===== src/rtl/flit_serializer_pkg.sv =====
// Shared types for the flit serializer.
// Contents: state_e, the serializer FSM state encoding.
package flit_serializer_pkg;

  // IDLE : no word held, next accept is a header
  // HDR  : shifting out a header word
  // PWAIT: no word held, next accept is a payload word
  // PLD  : shifting out a payload word
  typedef enum logic [1:0] {
    ST_IDLE  = 2'd0,
    ST_HDR   = 2'd1,
    ST_PWAIT = 2'd2,
    ST_PLD   = 2'd3
  } state_e;

endpackage : flit_serializer_pkg


===== src/rtl/flit_serializer.sv =====
// Flit serializer: accepts DATA_SIZE-bit words (header + N payload words) and
// emits them LSB-first as OUT_SIZE-bit slices with sop/eop packet framing.
// Ports:
//   clk_i, rst_ni          clock (rising edge), async active-low reset
//   rx_i, rx_ack_o, data_i upstream word handshake and data
//   tx_o, tx_ack_i, data_o downstream slice handshake and data
//   sop_o, eop_o           first slice of header / last slice of packet
module flit_serializer
  import flit_serializer_pkg::*;
#(
  parameter int unsigned DATA_SIZE = 32,
  parameter int unsigned OUT_SIZE  = 8,
  parameter int unsigned LEN_SIZE  = 16
) (
  input  logic                 clk_i,
  input  logic                 rst_ni,
  input  logic                 rx_i,
  output logic                 rx_ack_o,
  input  logic [DATA_SIZE-1:0] data_i,
  output logic                 tx_o,
  input  logic                 tx_ack_i,
  output logic [OUT_SIZE-1:0]  data_o,
  output logic                 sop_o,
  output logic                 eop_o
);

  localparam int unsigned NSLICE = DATA_SIZE / OUT_SIZE;
  localparam int unsigned SW     = $clog2(NSLICE);
  localparam logic [SW-1:0] LAST_SLICE = SW'(NSLICE - 1);

  state_e               state_q, state_d;
  logic [SW-1:0]        slice_q, slice_d;
  logic [LEN_SIZE-1:0]  rem_q, rem_d;
  logic [DATA_SIZE-1:0] hold_q, hold_d;
  logic                 tx_q, tx_d;
  logic                 sop_q, sop_d;
  logic                 eop_q, eop_d;

  logic busy, last, rx_ack, accept, tx_xfer;

  // Handshake decode; a new word may be taken on the last-slice transfer
  // (payload or next header) so packets stream without bubbles.
  always_comb begin
    busy    = (state_q == ST_HDR) || (state_q == ST_PLD);
    last    = (slice_q == LAST_SLICE);
    tx_xfer = tx_q && tx_ack_i;
    rx_ack  = !busy || (last && tx_ack_i);
    accept  = rx_i && rx_ack;
  end

  // Next-state, counters and holding register
  always_comb begin
    state_d = state_q;
    slice_d = slice_q;
    rem_d   = rem_q;
    hold_d  = hold_q;
    unique case (state_q)
      ST_IDLE: begin
        if (accept) begin
          state_d = ST_HDR;
          hold_d  = data_i;
          rem_d   = data_i[LEN_SIZE-1:0];
          slice_d = '0;
        end
      end
      ST_PWAIT: begin
        if (accept) begin
          state_d = ST_PLD;
          hold_d  = data_i;
          rem_d   = rem_q - LEN_SIZE'(1);
          slice_d = '0;
        end
      end
      ST_HDR, ST_PLD: begin
        if (tx_xfer) begin
          if (last) begin
            slice_d = '0;
            if (accept) begin
              hold_d = data_i;
              // rem_q == 0 means the packet is complete: this word is a header
              if (rem_q == '0) begin
                state_d = ST_HDR;
                rem_d   = data_i[LEN_SIZE-1:0];
              end else begin
                state_d = ST_PLD;
                rem_d   = rem_q - LEN_SIZE'(1);
              end
            end else begin
              state_d = (rem_q == '0) ? ST_IDLE : ST_PWAIT;
            end
          end else begin
            slice_d = slice_q + SW'(1);
            hold_d  = hold_q >> OUT_SIZE;
          end
        end
      end
      default: state_d = ST_IDLE;
    endcase

    tx_d  = (state_d == ST_HDR) || (state_d == ST_PLD);
    sop_d = (state_d == ST_HDR) && (slice_d == '0);
    eop_d = tx_d && (slice_d == LAST_SLICE) && (rem_d == '0);
  end

  // FSM, counters and registered outputs
  always_ff @(posedge clk_i or negedge rst_ni) begin
    if (!rst_ni) begin
      state_q <= ST_IDLE;
      slice_q <= '0;
      rem_q   <= '0;
      tx_q    <= 1'b0;
      sop_q   <= 1'b0;
      eop_q   <= 1'b0;
    end else begin
      state_q <= state_d;
      slice_q <= slice_d;
      rem_q   <= rem_d;
      tx_q    <= tx_d;
      sop_q   <= sop_d;
      eop_q   <= eop_d;
    end
  end

  // Data path holding register, left unreset
  always_ff @(posedge clk_i) begin
    hold_q <= hold_d;
  end

  assign rx_ack_o = rx_ack;
  assign tx_o     = tx_q;
  assign sop_o    = sop_q;
  assign eop_o    = eop_q;
  assign data_o   = hold_q[OUT_SIZE-1:0];

endmodule : flit_serializer


===== config.mk =====
export PLATFORM = sky130hd
export DESIGN_NAME = flit_serializer
export DESIGN_NICKNAME = d
export VERILOG_FILES = /design/src/rtl/flit_serializer_pkg.sv /design/src/rtl/flit_serializer.sv
export SDC_FILE = /design/constraint.sdc
export NUM_CORES = 1
export LEC_CHECK = 0
export BUFFER_PORTS_ARGS = -buffer_cell sky130_fd_sc_hd__buf_4
export CAP_MARGIN = 10
export CELL_PAD_IN_SITES_DETAIL_PLACEMENT = 1
export CELL_PAD_IN_SITES_GLOBAL_PLACEMENT = 2
export CORE_ASPECT_RATIO = 1.75
export CORE_MARGIN = 1.5
export CORE_UTILIZATION = 38
export DETAILED_ROUTE_END_ITERATION = 6
export PLACE_DENSITY = 0.95
export SYNTH_ARGS = -nofsm -noshare
export SYNTH_HDL_FRONTEND = slang
export SYNTH_SLANG_ARGS = --single-unit

===== constraint.sdc =====
create_clock -name clk_i -period 5.3 [get_ports clk_i]
set_input_delay 1.06 -clock clk_i [delete_from_list [all_inputs] [get_ports clk_i]]
set_output_delay 1.06 -clock clk_i [all_outputs]
set_load 0.02 [all_outputs]

# Yosys cells after proc, flatten, opt, wreduce, memory -nomap -nowiden
# Cells that the tools add are included.
# totals
regBits,55
output_inout_bits,12
elab_cells,56
# classes
add_sub_neg,2
eq_ne,8
n_mux,23
reduce_logical,16
# ops
operator,count
16-bit two-way mux,6
32-bit two-way mux,3
32-bit one-hot mux with 2 select lines,1
16-bit one-hot mux with 3 select lines,1
16-bit zero test,2
2-bit two-way mux,10
"16-bit by 1-bit subtractor with 16-bit output, second input constant",1
"2-bit equality test, second input constant",5
1-bit logical AND,6
2-bit one-hot mux with 3 select lines,1
"2-bit by 1-bit equality test with 1-bit output, second input constant",2
2-bit zero test,2
2-bit one-hot mux with 2 select lines,1
2-bit OR reduction,2
1-bit logical OR,3
"2-bit by 1-bit adder with 2-bit output, second input constant",1
"2-bit inequality test, second input constant",1
1-bit zero test,1

# Depth between registers and ports, before layout
# logic_depth
word_depth,13
mapped_depth,10
mapped_depth_nobuf,9

# Worst setup path before layout
# No wires, ideal clock.
# synth_path
kind,input-to-reg
start,input port rx_i
end,register eop_q (netlist: eop_o)
t_arrival_ns,2.851
slack_ns,2.381
path_stages,6
n_path_buf,1
path_cell_list,clkbuf_1 -> nand4_1 -> nor2_1 -> a221oi_1 -> or4b_1 -> and4b_1
# synth_via
elab_cells_between_ends,22
cone_classes,3 x eq/ne; 14 x mux; 5 x reduce/logical
# synth_lines
element,line_no,rtl
from (decl),flit_serializer.sv:17,"input logic rx_i,"
1-bit logical AND *,flit_serializer.sv:48,accept = rx_i && rx_ack;
16-bit two-way mux,flit_serializer.sv:78,if (accept) begin
16-bit two-way mux,flit_serializer.sv:76,if (last) begin
16-bit two-way mux,flit_serializer.sv:75,if (tx_xfer) begin
16-bit one-hot mux with 3 select lines *,flit_serializer.sv:57,unique case (state_q)
named net rem_d[4],flit_serializer.sv:33,"logic [LEN_SIZE-1:0] rem_q, rem_d;"
16-bit zero test *,flit_serializer.sv:102,eop_d = tx_d && (slice_d == LAST_SLICE) && (rem_d == '0);
1-bit logical AND *,flit_serializer.sv:102,
named net eop_d,flit_serializer.sv:37,"logic eop_q, eop_d;"
to (signal assigned),flit_serializer.sv:120,eop_q <= eop_d;
to (decl),flit_serializer.sv:37,
# The timed path passes the listed nets; every way through them passes the cells marked *.
# A chain may end at the register's enable or synchronous reset.

# Worst setup path in the final report
# layout_path
start,register rem_q[0]
end,register eop_q (netlist: eop_o)
# layout_via
elab_cells_between_ends,21
cone_classes,1 x add/sub; 2 x eq/ne; 13 x mux; 5 x reduce/logical
# layout_lines
element,line_no,rtl
from (decl),flit_serializer.sv:33,
from (signal assigned),flit_serializer.sv:117,rem_q <= rem_d;
16-bit by 1-bit subtractor with 16-bit output / 16-bit zero test (equally long branches),"flit_serializer.sv:70, flit_serializer.sv:86, flit_serializer.sv:81",
16-bit two-way mux,flit_serializer.sv:81,if (rem_q == '0) begin
16-bit two-way mux,flit_serializer.sv:78,
16-bit two-way mux,flit_serializer.sv:76,
16-bit two-way mux,flit_serializer.sv:75,
16-bit one-hot mux with 3 select lines *,flit_serializer.sv:57,
named net rem_d[6],flit_serializer.sv:33,
16-bit zero test *,flit_serializer.sv:102,
1-bit logical AND *,flit_serializer.sv:102,
named net eop_d,flit_serializer.sv:37,
# Marks and branches as above.

==> impl_metrics.env <==
export IMPL_worstPathCellList="inv_1 > ha_1 > nor4b_1 > nand4_1 > o21ai_0 > o211ai_1 > a41o_1 > or4b_1 > and4b_1"
export IMPL_hold_viol=0
export IMPL_start_kind="register"
export IMPL_setup_viol=0
export IMPL_outcome="finished, final reports clean"
export IMPL_p_leak_nw=1.71
export IMPL_gp_congestion=0.936
export IMPL_initial_utilization=0.389
export IMPL_cp_num_buf_inv=1
export IMPL_multi_input_area_um2=1770
export IMPL_synth_edff_count=32
export IMPL_drcViolationCount=0
export IMPL_grt_max_degree=58
export IMPL_power_mw=2.00
export IMPL_cts_num_sinks=55
export IMPL_yosys_mux_area_fraction=0.0830
export IMPL_postRouteAntennaNets=0
export IMPL_syn_inst=395
export IMPL_min_period_ns=3.56
export IMPL_synth_compound_area_frac=0.199
export IMPL_cp_required_ns=5.54
export IMPL_cts_root_buf="clkbuf_16"
export IMPL_synth_xor_area_share=0.0100
export IMPL_cp_slowest_stage_delay_ns=0.70
export IMPL_fp_dieW_um=75.5
export IMPL_area_growth_pct=15.0
export IMPL_dieArea_um2=9810
export IMPL_clk_latency_ns=0.30
export IMPL_wl_per_cell_um=21.2
export IMPL_cts_hold_buf=0
export IMPL_die_y_um=130
export IMPL_fp_coreArea_um2=8980
export IMPL_syn_area_um2=3500
export IMPL_post_dp_hpwl_um=8500
export IMPL_ys_warnings_count=0
export IMPL_drive_gt1_frac=0.155
export IMPL_avgSynthCellArea_um2=8.85
export IMPL_drv_slew=0
export IMPL_h_tree_depth=2
export IMPL_row_count=46
export IMPL_rsz0062_at_grt="no"
export IMPL_antenna_cells=0
export IMPL_synth_fa_ha_area_frac=0.0107
export IMPL_ys_ff_latch=55
export IMPL_holdCritPathClass="register to register"
export IMPL_vias=3235
export IMPL_drt_iter0_drc=179
export IMPL_arrival_ns=3.80
export IMPL_port_buffer_count=47
export IMPL_finalCritPeriodShare=0.672
export IMPL_crit_slowest_cell="nand4_1"
export IMPL_fmax_ghz=0.281
export IMPL_grt_overflow=0
export IMPL_worst_path_max_fanout=15
export IMPL_clk_pin_slew_ns=0.08
export IMPL_synth_top_family_by_area="simple AND/OR/NAND/NOR gates"
export IMPL_synth_nets=434
export IMPL_cap_violations=0
export IMPL_yosysSeqAreaShare=0.440
export IMPL_synthFlopType="edfxtp_1"
export IMPL_setup_tns_ns=0
export IMPL_grt_pass1_vias=3389
export IMPL_synthArstFlopShare=0.418
export IMPL_grt_total_usage=0.249
export IMPL_cts_resized_gates=0
export IMPL_dr_pass1_iters=6
export IMPL_power_density_nw_per_um2=497
export IMPL_critPathKind="register to register"
export IMPL_post_cts_buffers=0
export IMPL_slew_headroom=0.311
export IMPL_antenna_found_initial=0
export IMPL_nets=457
export IMPL_final_setup_skew_ns=0.00303
export IMPL_synth_cell_types=59
export IMPL_worstSetupEndpointType="register"
export IMPL_fillers=1094
export IMPL_numCtsBuffers=5
export IMPL_worst_slew_pin_transition_ns=1.03
export IMPL_io_pins=48
export IMPL_cts_tree="done"
export IMPL_synth_simple_gate_area_frac=0.201
export IMPL_via_per_inst=6.00
export IMPL_register_area_um2=1540
export IMPL_wl_um=11400
export IMPL_vdd_ir_drop_worst_v=0.000325
export IMPL_cts_buffer_depth=2
export IMPL_cpLargestDelayFamily="simple AND/OR/NAND/NOR gates"
export IMPL_grt_pass1_wl_um=17900
[worst register-to-register path: stages (launching register included)]
cell and delay, ns:
dfrtp_1 0.45, inv_1 0.14, ha_1 0.18, nor4b_1 0.47
nand4_1 0.70, o21ai_0 0.41, o211ai_1 0.17, a41o_1 0.24
or4b_1 0.47, and4b_1 0.26
[cells in the mapped netlist, types with 3 or more instances]
| master | n | area share |
|---|---|---|
| nor3_1 | 11 | 0.016 |
| a21oi_1 | 26 | 0.037 |
| a31oi_1 | 3 | 0.0054 |
| dfrtp_1 | 23 | 0.16 |
| nor4_1 | 8 | 0.014 |
| ha_1 | 3 | 0.011 |
| edfxtp_1 | 32 | 0.27 |
| a22oi_1 | 4 | 0.0086 |
| buf_2 | 5 | 0.0072 |
| or3_1 | 4 | 0.0072 |
| buf_4 | 8 | 0.017 |
| a221oi_1 | 3 | 0.0075 |
| nand4_1 | 3 | 0.0054 |
| nor2_1 | 21 | 0.023 |
| o22ai_1 | 6 | 0.011 |
| o21ai_0 | 50 | 0.072 |
| xor2_1 | 3 | 0.0075 |
| nand2_1 | 70 | 0.075 |
| or4_1 | 5 | 0.011 |
| nand3_1 | 6 | 0.0086 |
| clkbuf_1 | 21 | 0.023 |
| inv_1 | 7 | 0.0075 |
| mux2i_1 | 29 | 0.083 |
[where the power goes]
part / internal (mW) / total (mW) / switching, mW
Clock: 0.179 / 0.352 / 0.173
Sequential: 0.668 / 0.825 / 0.157
Combinational: 0.315 / 0.819 / 0.503
Total: 1.16 / 2.00 / 0.834
[registers in the layout (all words and copies together), names as in the netlist]
signal,count
tx_o,1
eop_o,1
rem_q,16
state_q,2
hold_q,32
slice_q,2
sop_o,1
[layer usage]
layer | wire, um | track usage
met5 | 0 | 0
met4 | 730 | 0.157
met3 | 370 | 0.0363
met2 | 6080 | 0.437
met1 | 4220 | 0.272
[through the flow]
stage	utilization	std cells	setup slack, ns	hold slack, ns	area, um^2
floorplan	-	395	2.38	0.508	3500
global placement	0.431	531	1.79	0.531	3870
detailed placement	0.431	531	1.77	0.549	3870
CTS	0.448	539	1.78	0.570	4020
global route	0.448	539	1.53	0.592	4020
finish	0.448	539	1.74	0.566	4020
[layout make-up]
class                   instances  area share
clock buffers                   5      0.0311
repair buffers                 51      0.0953
clock inverters                 3     0.00560
well taps                     120      0.0374
multi-input cells             297       0.441
flip-flops and latches         55       0.382
inverters                       8     0.00747
[worst paths after layout]
kind	start	endpoint	slack [ns]	depth (start not counted)
worst min-delay path	hold_q[11]	hold_q[3]	0.57	2
min in group asynchronous	rst_ni	rem_q[13]	0.66	1
worst min register to register	hold_q[11]	hold_q[3]	0.57	2
worst max register to register	rem_q[0]	eop_o	1.74	9
worst max-delay path	rem_q[0]	eop_o	1.74	9
max in group asynchronous	rst_ni	tx_o	4.37	1
[layout by cell type, fill, tap and decap left out, types with 2 or more instances in the layout]
cell type  count
nand4_1        3
a221oi_1       3
or4b_1         2
a21oi_1       26
inv_1          7
nor3_1        11
nor4b_1        2
o211ai_1       2
or3_1          4
o22ai_1        6
o21ai_0       50
xor2_1         3
edfxtp_1      32
a31oi_1        3
inv_6          2
buf_4         51
clkbuf_16      5
nor4_1         8
nand3_1        6
a22oi_1        4
ha_1           3
o31ai_1        2
nand2_1       69
mux2i_1       29
a211oi_1       2
a222oi_1       2
and4_1         2
or4_1          5
nor2_1        20
and2_1         2
dfrtp_1       23
[kinds of logic after synthesis]
logic type,Yosys count
AOI/OAI and AO/OA,116
and+or+nand+nor,145
buffers and inverters,43
muxes,29
adders and majority gates,3
xor gates and xnor gates,4
DFF,55
Note: power is estimated with default switching activity, not from simulation.
